### src/rtl/pc_fetch_ctrl_if.sv
// Instruction-memory fetch bus: the controller drives the request and address, memory returns
// ready together with the instruction word (ready qualifies rdata in the same cycle).
interface pc_fetch_ctrl_if;
  logic        imem_req;
  logic [31:0] imem_addr;
  logic        imem_ready;
  logic [31:0] imem_rdata;

  modport master (output imem_req, output imem_addr, input imem_ready, input imem_rdata);
  modport slave  (input imem_req, input imem_addr, output imem_ready, output imem_rdata);
endinterface

### src/rtl/pc_fetch_ctrl.sv
// Program-counter and fetch controller: IDLE -> REQ -> HOLD, with exception, timeout,
// interrupt and redirect handling in strict priority order.
module pc_fetch_ctrl #(
  parameter logic [31:0] RESET_VEC = 32'h0000_0000,
  parameter logic [31:0] EXC_VEC   = 32'h8000_0008,
  parameter logic [31:0] IRQ_VEC   = 32'h8000_0004,
  parameter int          TIMEOUT   = 16
) (
  input  logic                   clk,
  input  logic                   reset,
  pc_fetch_ctrl_if.master        imem,
  output logic                   inst_valid,
  output logic [31:0]            inst,
  output logic [31:0]            inst_pc,
  input  logic                   stall,
  input  logic                   redirect,
  input  logic [31:0]            redirect_pc,
  input  logic                   exc,
  input  logic                   irq,
  output logic [31:0]            epc,
  output logic                   epc_we,
  output logic                   bus_err,
  output logic [1:0]             state_dbg
);

  localparam int CW = ($clog2(TIMEOUT) > 0) ? $clog2(TIMEOUT) : 1;
  localparam logic [CW-1:0] TO_LAST = CW'(TIMEOUT - 1);

  typedef enum logic [1:0] {
    S_IDLE = 2'd0,
    S_REQ  = 2'd1,
    S_HOLD = 2'd2
  } state_t;

  state_t        state_q, state_d;
  logic [31:0]   pc_q, pc_d;
  logic [31:0]   inst_d, inst_pc_d, epc_d;
  logic          valid_d, epc_we_d;
  logic [CW-1:0] cnt_q, cnt_d;
  logic          timeout;

  assign imem.imem_req  = (state_q == S_REQ);
  assign imem.imem_addr = pc_q;
  assign state_dbg      = state_q;
  assign timeout        = (state_q == S_REQ) && !imem.imem_ready && (cnt_q == TO_LAST);

  always_ff @(posedge clk or posedge reset) begin
    if (reset) begin
      state_q    <= S_IDLE;
      pc_q       <= RESET_VEC;
      inst       <= '0;
      inst_pc    <= '0;
      inst_valid <= 1'b0;
      epc        <= '0;
      epc_we     <= 1'b0;
      cnt_q      <= '0;
    end else begin
      state_q    <= state_d;
      pc_q       <= pc_d;
      inst       <= inst_d;
      inst_pc    <= inst_pc_d;
      inst_valid <= valid_d;
      epc        <= epc_d;
      epc_we     <= epc_we_d;
      cnt_q      <= cnt_d;
    end
  end

  // Every non-sequential event lands in REQ with a cleared counter and any in-flight data dropped.
  always_comb begin
    state_d   = state_q;
    pc_d      = pc_q;
    inst_d    = inst;
    inst_pc_d = inst_pc;
    valid_d   = inst_valid;
    epc_d     = epc;
    epc_we_d  = 1'b0;
    cnt_d     = cnt_q;
    bus_err   = 1'b0;

    if (state_q == S_IDLE) begin
      state_d = S_REQ;
      cnt_d   = '0;
    end else if (exc) begin
      pc_d     = EXC_VEC;
      epc_d    = inst_pc;
      epc_we_d = 1'b1;
      valid_d  = 1'b0;
      state_d  = S_REQ;
      cnt_d    = '0;
    end else if (timeout) begin
      bus_err  = 1'b1;
      pc_d     = EXC_VEC;
      epc_d    = pc_q;
      epc_we_d = 1'b1;
      valid_d  = 1'b0;
      state_d  = S_REQ;
      cnt_d    = '0;
    end else if (irq && (state_q == S_HOLD) && !stall) begin
      pc_d     = IRQ_VEC;
      epc_d    = inst_pc + 32'd4;
      epc_we_d = 1'b1;
      valid_d  = 1'b0;
      state_d  = S_REQ;
      cnt_d    = '0;
    end else if (redirect) begin
      valid_d = 1'b0;
      state_d = S_REQ;
      cnt_d   = '0;
      if (redirect_pc[1:0] == 2'b00) begin
        pc_d = redirect_pc;
      end else begin
        pc_d     = EXC_VEC;
        epc_d    = redirect_pc;
        epc_we_d = 1'b1;
      end
    end else if (state_q == S_REQ) begin
      if (imem.imem_ready) begin
        inst_d    = imem.imem_rdata;
        inst_pc_d = pc_q;
        valid_d   = 1'b1;
        state_d   = S_HOLD;
      end else begin
        cnt_d = cnt_q + 1'b1;
      end
    end else if ((state_q == S_HOLD) && !stall) begin
      pc_d    = pc_q + 32'd4;
      valid_d = 1'b0;
      state_d = S_REQ;
      cnt_d   = '0;
    end
  end

endmodule

### src/flat_wrapper.sv
// flat-port wrapper written by rule: the top's interface ports become plain ports
module pc_fetch_ctrl_flat 
#(
  parameter logic [31:0] RESET_VEC = 32'h0000_0000,
  parameter logic [31:0] EXC_VEC   = 32'h8000_0008,
  parameter logic [31:0] IRQ_VEC   = 32'h8000_0004,
  parameter int          TIMEOUT   = 16
)
  (clk, reset, inst_valid, inst, inst_pc, stall, redirect, redirect_pc, exc, irq, epc, epc_we, bus_err, state_dbg, imem_imem_req, imem_imem_addr, imem_imem_ready, imem_imem_rdata);
  pc_fetch_ctrl_if imem_i ();
  input  logic clk;
  input  logic reset;
  output logic inst_valid;
  output logic [31:0] inst;
  output logic [31:0] inst_pc;
  input  logic stall;
  input  logic redirect;
  input  logic [31:0] redirect_pc;
  input  logic exc;
  input  logic irq;
  output logic [31:0] epc;
  output logic epc_we;
  output logic bus_err;
  output logic [1:0] state_dbg;
  output wire logic [$bits(imem_i.imem_req)-1:0] imem_imem_req;
  output wire logic [$bits(imem_i.imem_addr)-1:0] imem_imem_addr;
  input wire logic [$bits(imem_i.imem_ready)-1:0] imem_imem_ready;
  input wire logic [$bits(imem_i.imem_rdata)-1:0] imem_imem_rdata;
  assign imem_imem_req = imem_i.imem_req;
  assign imem_imem_addr = imem_i.imem_addr;
  assign imem_i.imem_ready = imem_imem_ready;
  assign imem_i.imem_rdata = imem_imem_rdata;
  pc_fetch_ctrl #(.RESET_VEC(RESET_VEC), .EXC_VEC(EXC_VEC), .IRQ_VEC(IRQ_VEC), .TIMEOUT(TIMEOUT)) u_core (.clk(clk), .reset(reset), .imem(imem_i), .inst_valid(inst_valid), .inst(inst), .inst_pc(inst_pc), .stall(stall), .redirect(redirect), .redirect_pc(redirect_pc), .exc(exc), .irq(irq), .epc(epc), .epc_we(epc_we), .bus_err(bus_err), .state_dbg(state_dbg));
endmodule
### config.mk
export PLATFORM = sky130hd
export DESIGN_NAME = pc_fetch_ctrl_flat
export DESIGN_NICKNAME = d
export VERILOG_FILES = /design/src/rtl/pc_fetch_ctrl_if.sv /design/src/rtl/pc_fetch_ctrl.sv /design/src/flat_wrapper.sv
export SDC_FILE = /design/constraint.sdc
export NUM_CORES = 1
export LEC_CHECK = 0
export CORE_ASPECT_RATIO = 0.9
export CORE_MARGIN = 1.5
export CORE_UTILIZATION = 49
export CTS_BUF_LIST = sky130_fd_sc_hd__clkbuf_16
export DETAILED_ROUTE_END_ITERATION = 7
export PLACE_DENSITY = 0.8
export SLEW_MARGIN = 30
export SYNTH_ARGS = -nofsm -noshare
export SYNTH_HDL_FRONTEND = slang
export SYNTH_SLANG_ARGS = --single-unit
export TNS_END_PERCENT = 30
### constraint.sdc
create_clock -name clk -period 6.05 [get_ports clk]
set_clock_uncertainty 0.15 [all_clocks]
set_input_delay 1.21 -clock clk [delete_from_list [all_inputs] [get_ports clk]]
set_output_delay 1.21 -clock clk [all_outputs]
set_load 0.005 [all_outputs]
Word level (Yosys, flattened, before mapping)
Index checks and enable logic that the tools add are counted.
Operators by class
  add/sub/neg operators: 3
  mux-type cells: 44
  reduce and logical (&&, ||, !) cells: 19
  bitwise logic cells: 5
  eq/ne operators: 8
Operators with widths (number)
  32-bit 2-to-1 mux: 12
  32-bit by 3-bit adder with 32-bit output (second input constant): 2
  4-bit 2-to-1 mux: 8
  1-bit 2-to-1 mux: 16
  2-bit 2-to-1 mux: 8
  3-bit AND reduction: 3
  7-bit by 3-bit != test with 1-bit output (second input constant): 1
  7-bit by 4-bit != test with 1-bit output (second input constant): 1
  7-bit AND reduction: 1
  7-bit nonzero test: 1
  6-bit by 3-bit != test with 1-bit output (second input constant): 1
  6-bit nonzero test: 1
  1-bit logical AND: 5
  5-bit by 3-bit != test with 1-bit output (second input constant): 1
  1-bit NOT: 5
  5-bit nonzero test: 1
  4-bit by 1-bit adder with 4-bit output (second input constant): 1
  4-bit equality test (second input constant): 1
  2-bit zero test: 2
  4-bit by 2-bit != test with 1-bit output (second input constant): 1
  2-bit AND reduction: 2
  4-bit nonzero test: 1
  2-bit by 1-bit equality test with 1-bit output (second input constant): 1
  2-bit equality test (second input constant): 1
  1-bit zero test: 2
Word-level totals
  input bits: 71
  flip-flop bits (word level): 136
  output and inout bits: 134

Depth between registers and ports, before layout
  depth after elaboration: 9
  mapped depth: 9
  gate-level depth less buffers: 7

Worst setup path before layout
No wires, ideal clock.
  path kind: input to output
  from: in imem_imem_ready
  to: out bus_err
  slack: 2.744 ns
  path buffers: 1
  stages on the path: 4
  arrival time: 1.946 ns
  required time: 4.690 ns
  path through: and4b_1 -> nand2_1 -> clkbuf_1 -> nor2_1
Between the ends
  longest elaborated chain between the ends: 6
Ends and longest elaborated chain
  from (decl): line flat_wrapper.sv:27  | input wire logic [$bits(imem_i.imem_ready)-1:0] imem_imem_ready;
  1-bit zero test: line pc_fetch_ctrl.sv:45  | assign timeout = (state_q == S_REQ) && !imem.imem_ready && (cnt_q == TO_LAST);
  1-bit logical AND (2 in a row): line pc_fetch_ctrl.sv:45
  1-bit 2-to-1 mux: line pc_fetch_ctrl.sv:91  | end else if (timeout) begin
  1-bit 2-to-1 mux: line pc_fetch_ctrl.sv:84  | end else if (exc) begin
  1-bit 2-to-1 mux: line pc_fetch_ctrl.sv:81  | if (state_q == S_IDLE) begin
  to (decl): line flat_wrapper.sv:23  | output logic bus_err;
No other way between the ends.

Worst setup path after layout
Ends and elaborated chain as after synthesis.

==> parameters.txt <==
Parameter                              Value

Final layout
  Number of fill cells    1153
  Area growth syn-to-layout    36.8%
  Net count, final    1047
  Share of layout cells above drive strength 1    12.1%
  Antenna cell count    0

Pwr
  Static power due to leakage    4.13 nW
  PD cells    271 mW/mm2
  Total chip power    2.73 mW
  Maximum VDD drop    0.223 mV

Synth
  Post-synthesis async set-or-reset flop share    100%
  Dominant synthesized flop cell    sky130_fd_sc_hd__dfrtp_1
  Flip-flop and latch count after synthesis    136
  Count of distinct cell types in the synthesized netlist    62
  Average size of a mapped cell    9.28 um2
  Cell area after synthesis    0.00739 mm2
  Cell count after synthesis    796
  Nets in the synthesized netlist    870
  Count of flip-flops with a built-in enable after synthesis    0
  Number of warnings reported in the yosys synthesis log    0
  Sequential area share after synthesis    46.1%

Die
  Die outline width    132 um
  Core Rows    42
  Core footprint    0.0147 mm2
  Vertical die dimension    119 um
  Initial Utilization    50.2%
  I/O Pins    205
  Area enclosed by the die boundary    0.0158 mm2

Worst setup path
  Largest stage delay on the critical path    0.55 ns
  Critical path buffer and inverter count    2
  Most prevalent standard cell on the critical path    sky130_fd_sc_hd__clkdlybuf4s50_1
  Critical path data required time    4.69 ns
  Crit-path leading delay family    buffers and inverters
  Critical path launch point type    primary input
  Crit path max fanout    7
  Source of the worst register-to-register timing path    u_core.state_dbg[1]
  Slowest cell on crit path    sky130_fd_sc_hd__clkdlybuf4s50_1
  Register-to-Register Path Depth    8
  Capture instance of the worst register-to-register path    u_core.imem.imem_addr[30]
  Category of the critical setup timing path    in -> out
  CP cell instances    clkdlybuf4s50_1, and4b_1, nand2_1, nor2_1, clkdlybuf4s50_1
  FF-to-FF setup slack    2.81 ns
  Kind of end point of the critical path    output pin
  Data arrival time of the critical path    2.94 ns

Global route
  Grt ovf    0
  Grt met3 use    10.5%
  Number of antenna violations at the first check in global routing    0
  Top Usage Layer GRT    met2
  First-pass GRT wire length    38.2 mm
  Pin count of the biggest net entering global routing    94
  Total routing usage reported by global routing    30.8%
  Met1 capacity usage during global routing    43.1%
  Global-route track usage on met2    44.7%
  Vias in the first global route    7008

CTS
  Clock transition at the register clock pins on the worst setup and hold paths after CTS    0.06 ns
  Hold buffers post-CTS    0
  Clock latency at the later pin of the worst-skew pair    0.42 ns
  Number of buffers created by CTS    17
  Num Clock Sinks    136
  H-tree level count    4
  Buffer levels on the longest clock path    2
  Post-CTS setup buffers    0
  Clock tree from TritonCTS    done
  Total of cells resized after clock tree synthesis    0
  Clock Root Buffer    sky130_fd_sc_hd__clkbuf_16

STA
  Unrepaired setup endpoints after global routing    false
  Final critical delay including setup and external delays    4.30 ns
  Tightest Pin Transition    1.02 ns
  Final Setup Violations    0
  Post-route setup TNS    0 ns
  Max-slew violation total from the final report    0
  Count of endpoints failing hold in the final timing report    0
  Fmax achieved    233 MHz
  Ratio of final minimum period to clock period    71.0%
  Max-slew headroom    31.7%
  Crit path setup slack, layout    1.75 ns

Place
  Placement Setup Slack    1.79 ns
  Port bufs    204
  Total half-perimeter wirelength after legalization and detailed placement    16.3 mm
  Final GP Congestion    0.926

Route
  Routed Wire Length    23.7 mm
  Vias per inst    6.13
  Average wire per cell in the routed design    20.0 um
  Number of antenna-violating nets in the routed design    0
  Number of design-rule violations left by the first detailed-router iteration    961
  Total via count in the routed design    7258
  DRC errors left    0
  Number of detailed-routing iterations run before antenna repair    6

Min path
  Worst hold stages    2
  HP Start    u_core.epc[8]
  Class of the most critical hold timing path    reg -> reg
  End of the worst hold path    u_core.epc[8]

Outcome
  Outcome    completed

Flow run
  Number of maximum-capacitance violations    0
how the worst max path moves through the flow:
| stage | start | to | slack [ns] | depth (start not counted) |
|---|---|---|---|---|
| after floorplan | reset | u_core.cnt_q[0] | 1.05 | 1 |
| after global placement | imem_imem_ready | bus_err | 1.77 | 5 |
| after detailed placement | imem_imem_ready | bus_err | 1.79 | 5 |
| after CTS | imem_imem_ready | bus_err | 1.79 | 5 |
| after global routing | imem_imem_ready | bus_err | 1.71 | 5 |
| final | imem_imem_ready | bus_err | 1.75 | 5 |
metrics by stage:
stage	utilization, %	instance area [um2]	instances	hold WS, ns
2_1_floorplan	-	7390	796	0.318
3_3_place_gp	65.0	9570	1152	0.311
3_5_place_dp	65.0	9570	1152	0.322
4_1_cts	68.6	10100	1184	0.334
5_1_grt	68.7	10100	1184	0.358
6_report	68.7	10100	1184	0.327
layout by cell type, fill, tap and decap left out, types with 17 or more instances in the layout:
| cell type | netlist | final |
|---|---|---|
| sky130_fd_sc_hd__a21oi_1 | 54 | 53 |
| sky130_fd_sc_hd__clkbuf_16 | 0 | 17 |
| sky130_fd_sc_hd__clkdlybuf4s50_1 | 0 | 203 |
| sky130_fd_sc_hd__dfrtp_1 | 136 | 136 |
| sky130_fd_sc_hd__inv_1 | 18 | 21 |
| sky130_fd_sc_hd__mux2_2 | 62 | 62 |
| sky130_fd_sc_hd__nand2_1 | 94 | 94 |
| sky130_fd_sc_hd__nand3_1 | 30 | 29 |
| sky130_fd_sc_hd__nor2_1 | 56 | 56 |
| sky130_fd_sc_hd__nor3_1 | 18 | 18 |
| sky130_fd_sc_hd__o21ai_0 | 78 | 77 |
worst register-to-register path, cell delays in order, from the launching register on:
cell	delay, ns
sky130_fd_sc_hd__dfrtp_1	0.58
sky130_fd_sc_hd__nand2b_1	0.23
sky130_fd_sc_hd__clkinv_1	0.28
sky130_fd_sc_hd__nand2_1	0.23
sky130_fd_sc_hd__buf_4	0.34
sky130_fd_sc_hd__nand3_1	0.66
sky130_fd_sc_hd__nand2_1	0.41
sky130_fd_sc_hd__o311ai_0	0.17
sky130_fd_sc_hd__o21ai_0	0.11
power by group:
part | switching (mW) | total [mW] | internal (mW)
clock network | 0.384 | 0.933 | 0.549
logic | 0.239 | 0.619 | 0.380
registers | 0.144 | 1.18 | 1.04
total | 0.768 | 2.73 | 1.97
final cells by class:
type,instances,area (um2),area share (%)
multi-input cells,583,3720,36.9
flip-flops and latches,136,3400,33.7
repair buffers,216,2130,21.1
clock buffers,17,425,4.21
well taps,198,248,2.45
clock inverters,15,97.6,0.966
inverters,19,78.8,0.780
synthesized netlist by cell type, types with 5 or more instances:
cell type                  instances  area share [%]
sky130_fd_sc_hd__xor2_1            7            0.83
sky130_fd_sc_hd__a211oi_1         12             1.2
sky130_fd_sc_hd__nor3_1           18             1.2
sky130_fd_sc_hd__mux2_2           62             9.5
sky130_fd_sc_hd__inv_1            18            0.91
sky130_fd_sc_hd__o22ai_1          14             1.2
sky130_fd_sc_hd__a21oi_1          54             3.7
sky130_fd_sc_hd__dfrtp_1         136              46
sky130_fd_sc_hd__o31ai_1          10             1.0
sky130_fd_sc_hd__clkbuf_1         45             2.3
sky130_fd_sc_hd__nor2_1           56             2.8
sky130_fd_sc_hd__xnor2_1          10             1.2
sky130_fd_sc_hd__and2_1            6            0.51
sky130_fd_sc_hd__nand2_1          94             4.8
sky130_fd_sc_hd__o21ai_0          78             5.3
sky130_fd_sc_hd__nand3_1          30             2.0
sky130_fd_sc_hd__nand4_1          15             1.3
sky130_fd_sc_hd__buf_2            11            0.75
sky130_fd_sc_hd__a31oi_1           5            0.42
sky130_fd_sc_hd__nor4_1           13             1.1
sky130_fd_sc_hd__and3_1           12             1.0
sky130_fd_sc_hd__a22oi_1          16             1.6
sky130_fd_sc_hd__and4_1            7            0.83
logic make-up after synthesis:
kind of cell	synth area share [%]
flip-flops	46.1
adder cells (fa/ha/maj)	0.508
XOR/XNOR	2.02
multiplexers	9.45
buffers and inverters	4.20
AND/OR/NAND/NOR	18.5
AO/OA/AOI/OAI	19.2
registers in the layout (all words and copies together) (netlist names):
register and flops:
u_core.epc 32, u_core.inst_valid 1, u_core.cnt_q 4, u_core.state_dbg 2
u_core.inst 32, u_core.inst_pc 32, u_core.imem.imem_addr 32, u_core.epc_we 1
per-layer routing:
| layer | wire length [um] | part of all wire (%) | vias to the layer above |
|---|---|---|---|
| met4 | 471 | 2.0 | 0 |
| li1 | - | - | 3288 |
| met1 | 9870 | 42 | 3424 |
| met2 | 10300 | 44 | 497 |
| met3 | 3030 | 13 | 49 |
| met5 | 0 | 0 | - |
(Power assumes the default switching activity.)
